## src/rtl/display_pkg.sv

```systemverilog
// Shared constants and anode helpers for the seven-segment display path.
package display_pkg;

    localparam int unsigned DEFAULT_SCAN_DIV = 1;

    // Widest anode vector the helpers can build; callers truncate to NUM_DIGITS.
    localparam int unsigned MAX_DIGITS = 32;
    localparam int unsigned MAX_IDX_W  = $clog2(MAX_DIGITS);

    typedef logic [MAX_DIGITS-1:0] anode_vec_t;

    // All anodes inactive for the given digit count and polarity.
    function automatic anode_vec_t anode_off(input int unsigned num_digits,
                                             input bit          active_low);
        anode_vec_t r;
        r = '0;
        for (int unsigned i = 0; i < MAX_DIGITS; i++) begin
            r[MAX_IDX_W'(i)] = active_low && (i < num_digits);
        end
        return r;
    endfunction

    // One-hot anode drive selecting digit idx, all others inactive.
    function automatic anode_vec_t anode_onehot(input int unsigned idx,
                                                input int unsigned num_digits,
                                                input bit          active_low);
        anode_vec_t r;
        r = anode_off(num_digits, active_low);
        if (idx < num_digits) begin
            r[MAX_IDX_W'(idx)] = !active_low;
        end
        return r;
    endfunction

endpackage

```

## src/rtl/scan_prescaler.sv

```systemverilog
// Dwell-time prescaler: counts 0..SCAN_DIV-1 while enabled, flags the last count.
module scan_prescaler #(
    parameter int unsigned SCAN_DIV = 1
) (
    input  logic clk,
    input  logic rst,
    input  logic clr_i,
    input  logic en_i,
    output logic tick_c_o
);

    localparam int unsigned     CNT_W   = (SCAN_DIV > 1) ? $clog2(SCAN_DIV) : 1;
    localparam logic [CNT_W-1:0] CNT_MAX = CNT_W'(SCAN_DIV - 1);

    logic [CNT_W-1:0] cnt_q;
    logic [CNT_W-1:0] cnt_d;
    logic             at_max;

    // Next count and combinational tick; clear dominates enable.
    always_comb begin
        at_max   = (cnt_q == CNT_MAX);
        cnt_d    = cnt_q;
        tick_c_o = en_i && !clr_i && at_max;
        if (clr_i) begin
            cnt_d = '0;
        end else if (en_i) begin
            cnt_d = at_max ? '0 : cnt_q + 1'b1;
        end
    end

    // Counter register with synchronous reset.
    always_ff @(posedge clk) begin
        if (rst) begin
            cnt_q <= '0;
        end else begin
            cnt_q <= cnt_d;
        end
    end

endmodule

```

## src/rtl/display_scan_mux.sv

```systemverilog
// Time-multiplexed seven-segment scan driver with frame-coherent snapshot.
// Optional leading-zero blanking is compiled in with DISPLAY_SCAN_LZB_EN.
module display_scan_mux
    import display_pkg::*;
#(
    parameter int unsigned NUM_DIGITS       = 4,
    parameter int unsigned DIGIT_W          = 4,
    parameter int unsigned SCAN_DIV         = DEFAULT_SCAN_DIV,
    parameter bit          ANODE_ACTIVE_LOW = 1'b1
) (
    input  logic                                clk,
    input  logic                                rst,
    input  logic [NUM_DIGITS-1:0][DIGIT_W-1:0]  digits_i,
    input  logic                                enable_i,
    output logic [DIGIT_W-1:0]                  digit_o,
    output logic [NUM_DIGITS-1:0]               anode_o,
    output logic [$clog2(NUM_DIGITS)-1:0]       slot_o,
    output logic                                blank_o,
    output logic                                frame_start_o
);

    localparam int unsigned          SLOT_W    = $clog2(NUM_DIGITS);
    localparam logic [SLOT_W-1:0]    LAST_SLOT = SLOT_W'(NUM_DIGITS - 1);
    localparam logic [NUM_DIGITS-1:0] ANODE_OFF =
        NUM_DIGITS'(anode_off(NUM_DIGITS, ANODE_ACTIVE_LOW));

    logic                               tick_c;
    logic [SLOT_W-1:0]                  cur_q,   cur_d;
    logic [NUM_DIGITS-1:0][DIGIT_W-1:0] frame_q, frame_d;
    logic [DIGIT_W-1:0]                 digit_q, digit_d;
    logic [SLOT_W-1:0]                  slot_q,  slot_d;
    logic [NUM_DIGITS-1:0]              anode_q, anode_d;
    logic                               blank_q, blank_d;
    logic                               fs_q,    fs_d;

    logic [SLOT_W-1:0]                  nxt_slot;
    logic [SLOT_W-1:0]                  sel_idx;
    logic [NUM_DIGITS-1:0][DIGIT_W-1:0] src;

    scan_prescaler #(
        .SCAN_DIV (SCAN_DIV)
    ) u_prescaler (
        .clk      (clk),
        .rst      (rst),
        .clr_i    (!enable_i),
        .en_i     (enable_i),
        .tick_c_o (tick_c)
    );

    // Slot to enter on the next tick; entering slot 0 reads the live inputs.
    always_comb begin
        nxt_slot = (cur_q == LAST_SLOT) ? '0 : cur_q + 1'b1;
        sel_idx  = LAST_SLOT - nxt_slot;
        src      = (nxt_slot == '0) ? digits_i : frame_q;
    end

`ifdef DISPLAY_SCAN_LZB_EN
    logic lead_zero;

    // Slot is blanked when it and every more-significant snapshot digit are zero.
    always_comb begin
        lead_zero = (nxt_slot != LAST_SLOT);
        for (int unsigned j = 0; j < NUM_DIGITS; j++) begin
            if ((j <= 32'(nxt_slot)) && (src[SLOT_W'(NUM_DIGITS - 1 - j)] != '0)) begin
                lead_zero = 1'b0;
            end
        end
    end
`endif

    // Next-state for slot pointer, snapshot and registered outputs.
    always_comb begin
        cur_d   = cur_q;
        frame_d = frame_q;
        digit_d = digit_q;
        slot_d  = slot_q;
        anode_d = anode_q;
        blank_d = blank_q;
        fs_d    = 1'b0;
        if (!enable_i) begin
            cur_d   = LAST_SLOT;
            anode_d = ANODE_OFF;
            blank_d = 1'b1;
        end else if (tick_c) begin
            cur_d   = nxt_slot;
            slot_d  = nxt_slot;
            digit_d = src[sel_idx];
            fs_d    = (nxt_slot == '0);
            if (nxt_slot == '0) begin
                frame_d = digits_i;
            end
            anode_d = NUM_DIGITS'(anode_onehot(32'(sel_idx), NUM_DIGITS, ANODE_ACTIVE_LOW));
            blank_d = 1'b0;
`ifdef DISPLAY_SCAN_LZB_EN
            if (lead_zero) begin
                anode_d = ANODE_OFF;
                blank_d = 1'b1;
            end
`endif
        end
    end

    // State and output registers with synchronous reset.
    always_ff @(posedge clk) begin
        if (rst) begin
            cur_q   <= LAST_SLOT;
            frame_q <= '0;
            digit_q <= '0;
            slot_q  <= '0;
            anode_q <= ANODE_OFF;
            blank_q <= 1'b1;
            fs_q    <= 1'b0;
        end else begin
            cur_q   <= cur_d;
            frame_q <= frame_d;
            digit_q <= digit_d;
            slot_q  <= slot_d;
            anode_q <= anode_d;
            blank_q <= blank_d;
            fs_q    <= fs_d;
        end
    end

    assign digit_o       = digit_q;
    assign anode_o       = anode_q;
    assign slot_o        = slot_q;
    assign blank_o       = blank_q;
    assign frame_start_o = fs_q;

endmodule

```

## config.mk

```make
export PLATFORM = sky130hd
export DESIGN_NAME = display_scan_mux
export DESIGN_NICKNAME = d
export VERILOG_FILES = /design/src/rtl/display_pkg.sv /design/src/rtl/scan_prescaler.sv /design/src/rtl/display_scan_mux.sv
export SDC_FILE = /design/constraint.sdc
export NUM_CORES = 1
export LEC_CHECK = 0
export CORE_MARGIN = 10
export CORE_UTILIZATION = 35
export CTS_CLUSTER_SIZE = 24
export DETAILED_ROUTE_END_ITERATION = 8
export GPL_TIMING_DRIVEN = 0
export MAX_ROUTING_LAYER = met4
export SLEW_MARGIN = 20
export SYNTH_ARGS = -nofsm -noshare
export SYNTH_HDL_FRONTEND = slang
export SYNTH_SLANG_ARGS = --single-unit
```

## constraint.sdc

```tcl
create_clock -name clk -period 4.7 [get_ports clk]
set_clock_uncertainty 0.05 [all_clocks]
set_input_delay 1.175 -clock clk [delete_from_list [all_inputs] [get_ports clk]]
set_output_delay 1.175 -clock clk [all_outputs]
set_load 0.01 [all_outputs]
```

Word-level counts from Yosys, hierarchy flattened
Index checks and enable logic that the tools add are counted.

Flip-flop bits (word level): 31. Input bits: 19. Output and inout bits: 12. Logic and storage cells: 35.

Add/subtract/negate cells: 3. Magnitude comparators: 3. Equal/unequal tests: 1. Muxes and demuxes: 6. Bitwise logic cells: 4. Reductions and logical operators: 7.

Operators by type and width (number): $mux 16 (1); $bmux 4 s2 (1); $lt 2x6->1 const B (1); $reduce_or 3->1 (2); $mux 4 (1); $not 4->4 (1); $lt 2x3->1 const B (1); $not 1->1 (3); $add 2x1->2 const B (1); $demux 1 s2 (1); $eq 2x2->1 const B (1); $ge 2x1->1 const B (1); $logic_and 1x1->1 (2); $logic_not 2->1 (1); $mux 2 (1); $reduce_and 2->1 (1); $reduce_or 2->1 (1); $sub 2x2->2 const A (1); $add 1x1->1 const B (1); $mux 1 (1).

Logic depth before layout (Yosys ltp)
Depth in word-level cells: 8. Gate-level depth with buffers: 6. Gate-level depth less buffers: 5.

Hierarchy
Synthesis repeated with hierarchy kept, for this count alone.

Cell total of the unflattened synthesis: 158. Area, all modules: 1315.0 um2.

Modules (own cells, without submodules): display_scan_mux (instances 1, cells each 157, area each 1301.2 um2, sequential area each 600.6 um2); scan_prescaler (instances 1, cells each 1, area each 13.8 um2, sequential area each 0.0 um2).

Worst setup path before layout
Ideal clock, no wire load.

Path kind: input to register. Start: input port enable_i. End: register frame_q[14] (netlist name). Arrival time: 1.966 ns. Data required time: 4.579 ns. Slack: 2.613 ns. Stages on the path: 5. Path buffers: 2. Cell sequence: and3b_1 clkbuf_1 clkbuf_1 nand2_1 a21oi_1.

Word-level cells in the longest chain between the ends: 2.

Ends and longest elaborated chain: from (decl) (RTL line display_scan_mux.sv:14) `input logic enable_i,`; $logic_and 1x1->1 (RTL line scan_prescaler.sv:23) `tick_c_o = en_i && !clr_i && at_max;`; $reduce_and 2->1 (no source line) *; to (signal assigned) (RTL line display_scan_mux.sv:115) `frame_q <= frame_d;`; to (decl) (RTL line display_scan_mux.sv:29) `logic [NUM_DIGITS-1:0][DIGIT_W-1:0] frame_q, frame_d;`.

Mark *: on every way between the ends. The rest lies on a longest branch, timed or not. A chain may end at the register's enable or synchronous reset.

Worst setup path after layout
Start: input port enable_i. End: register frame_q[8] (netlist name).

Same word-level chain as after synthesis.

==> results.sh <==
export IMPL_final_nets=212
export IMPL_initial_core_util_pct=36.50
export IMPL_cp_slowest_cell="clkdlybuf4s50_1"
export IMPL_p_comb_share_pct=13.8
export IMPL_postRouteAntennaNets=0
export IMPL_critPathKind="primary input to flip-flop"
export IMPL_cts_htree_levels=2
export IMPL_crit_required_ns=4.86
export IMPL_run_status="complete, no violations"
export IMPL_hold_ws_ns=0.3939
export IMPL_coreArea_mm2=0.003689
export IMPL_clk_latency_ns=0.28
export IMPL_wire_per_inst_um=12.42
export IMPL_grt_pass1_wl_um=4809
export IMPL_synth_adder_area_share_pct=3.717
export IMPL_synth_top_family_by_area="multiplexers"
export IMPL_fin_ws_ns=2.097
export IMPL_yosys_area_share_simple_pct=15.89
export IMPL_timing_max_cap_violations=0
export IMPL_cts_num_sinks=31
export IMPL_r2r_end="digit_o[0]"
export IMPL_synthDistinctLibCells=18
export IMPL_hold_violations=0
export IMPL_drc=0
export IMPL_avgSynthCellArea_um2=8.857
export IMPL_antenna_found_initial=0
export IMPL_start_kind="primary input"
export IMPL_grt_max_degree=11
export IMPL_sw_frac_of_total_pct=23.27
export IMPL_die_x_um=82.02
export IMPL_ff2ff_path_depth=6
export IMPL_cts_path_max_buffers=2
export IMPL_drive_gt1_share_pct=8.421
export IMPL_synthMuxAreaShare_pct=17.84
export IMPL_place_gp_congestion=0.7683
export IMPL_via_count=1099
export IMPL_drt_total_wl_um=2956
export IMPL_rsz0062_at_grt="false"
export IMPL_syn_inst=152
export IMPL_fin_crit_ns=2.603
export IMPL_cts_root_buf="clkbuf_8"
export IMPL_final_cells=238
export IMPL_p_seq_share_pct=47.8
export IMPL_diodes=0
export IMPL_hold_path_class="flip-flop to flip-flop"
export IMPL_ys_ff_latch=31
export IMPL_path_cells="clkdlybuf4s50_1, and3b_1, clkbuf_1, clkbuf_1, nand2_1, a21oi_1"
export IMPL_post_cts_buffers=0
export IMPL_post_dp_hpwl_um=2324
export IMPL_critPathArrivalTime_ns=2.76
export IMPL_regArea_um2=620.6
export IMPL_cts_resized=0
export IMPL_clkPwrFrac_pct=38.4
export IMPL_grt_pass1_vias=1091
export IMPL_hold_path_end="blank_o"
export IMPL_num_io_pins=31
export IMPL_r2r_start="cur_q[0]"
export IMPL_slew_viol_final=0
export IMPL_synth_compound_area_share_pct=8.922
export IMPL_drt_iter0_drc=75
export IMPL_p_per_area_mw_per_mm2=326.2
export IMPL_fmax_mhz=384.2
export IMPL_dp_cells=230
export IMPL_via_per_inst=4.618
export IMPL_peakVddDrop_mv=0.2280
export IMPL_fin_area_mm2=0.001807
export IMPL_nFillCells=379
export IMPL_setup_viol=0
export IMPL_r2r_slack_ns=2.60
export IMPL_area_growth_pct=34.20
export IMPL_dr_pass1_iters=5
export IMPL_grt_overflow_total=0
export IMPL_die_h_um=82.02
export IMPL_holdPathStages=2
export IMPL_post_route_period_util_pct=55.38
export IMPL_synth_nets=175
export IMPL_rows=22
export IMPL_p_int_uw=452.3
export IMPL_cp_end_kind="flip-flop"
export IMPL_layout_common_cells="nand2_1, dfxtp_1, clkdlybuf4s50_1"
export IMPL_syn_area_mm2=0.001346
export IMPL_track_usage_pct=9.770
export IMPL_hp_start="blank_o"
export IMPL_p_switching_uw=137.1
export IMPL_cts_clk_slew_worst_paths_ns=0.06
export IMPL_timing_critical_path_mode_cell="clkbuf_1"
export IMPL_synth_xor_area_share_pct=0
export IMPL_dp_slack_ns=1.777
export IMPL_p_leak_nw=0.7702
export IMPL_cts_tree="done"
export IMPL_tns_ns=0
export IMPL_final_common_cell="nand2_1"
export IMPL_multi_input_area_um2=628.1
export IMPL_placed_cell_area_mm2=0.001707
export IMPL_numPortBuffers=30
export IMPL_seq_area_frac_synth_pct=46.10
export IMPL_numCtsBuffers=5
export IMPL_dieArea_mm2=0.006727
export IMPL_cp_max_fo=10
export IMPL_slowest_delay_ns=0.52
export IMPL_cts_hold_buffers=0
export IMPL_ys_warn_count=0
## metrics by stage
stage | total power [mW] | util, %
3_3_place_gp | 0.3683 | 46.27
4_1_cts | 0.5967 | 48.98
5_1_grt | 0.6191 | 48.98
6_report | 0.5894 | 48.98
2_1_floorplan | 0.3332 | -
3_5_place_dp | 0.3704 | 46.27
## power by group through the flow
stage / combinational (mW) / sequential [mW] / clock [mW]
global route: 0.0906 / 0.283 / 0.246
CTS: 0.0829 / 0.282 / 0.232
floorplan: 0.0452 / 0.288 / 0
detailed placement: 0.0826 / 0.288 / 0
finish: 0.0813 / 0.282 / 0.226
global placement: 0.0812 / 0.287 / 0
## sequential cells by signal (all words and copies together), names as in the netlist
name	flops
anode_o	4
cur_q	2
frame_q	16
blank_o	1
slot_o	2
u_prescaler.cnt_q	1
digit_o	4
frame_start_o	1
## area by class of cell
cell class	count	share of cell area, %
multi-input cells	98	34.76
flip-flops and latches	31	34.35
repair buffers	30	16.62
clock buffers	8	5.540
well taps	48	3.324
inverters	14	2.909
plain buffers	9	2.493
## worst max path at each step
stage | startpoint | end | slack, ns | cells after the start
after floorplan | enable_i | frame_q[14] | 2.61 | 5
after global placement | enable_i | frame_q[6] | 1.83 | 6
after global routing | enable_i | frame_q[14] | 1.93 | 6
after detailed placement | enable_i | frame_q[8] | 1.78 | 6
after CTS | enable_i | frame_q[8] | 2.05 | 6
final | enable_i | frame_q[8] | 2.10 | 6
## per-layer routing
layer	global-route usage (%)	up-vias	routed length, um
met4	6.633	0	53
met3	3.166	7	192
met2	14.89	26	1347
li1	-	563	-
met1	10.64	503	1363
met5	-	-	0
## worst max-delay path: cells and delay by family
family                 cells  cell delay (ns)
AO/OA/AOI/OAI              1             0.13
buffers and inverters      3             1.17
AND/OR/NAND/NOR            2             0.28
## cell usage after synthesis (all sizes together)
master | number | area [um^2]
nand2 | 40 | 150.1
clkbuf | 5 | 18.77
nor2 | 8 | 30.03
buf | 4 | 26.27
inv | 14 | 52.55
and3b | 1 | 8.760
a211oi | 4 | 35.03
mux4 | 4 | 90.09
dfxtp | 31 | 620.6
nand3b | 1 | 7.510
a21oi | 17 | 85.08
nor2b | 2 | 12.51
nor3 | 1 | 5.000
mux2i | 15 | 150.1
conb | 1 | 3.750
ha | 4 | 50.05
## cell families (layout without fill, tap and decap cells)
family                   Yosys count  in the layout
AND/OR/NAND/NOR                   53             53
flip-flops                        31             31
buffers and inverters             23             61
AO/OA/AOI/OAI                     21             21
multiplexers                      19             19
adder cells (fa/ha/maj)            4              4
other                              1              1
No activity file was read; power rests on OpenSTA's default activity.
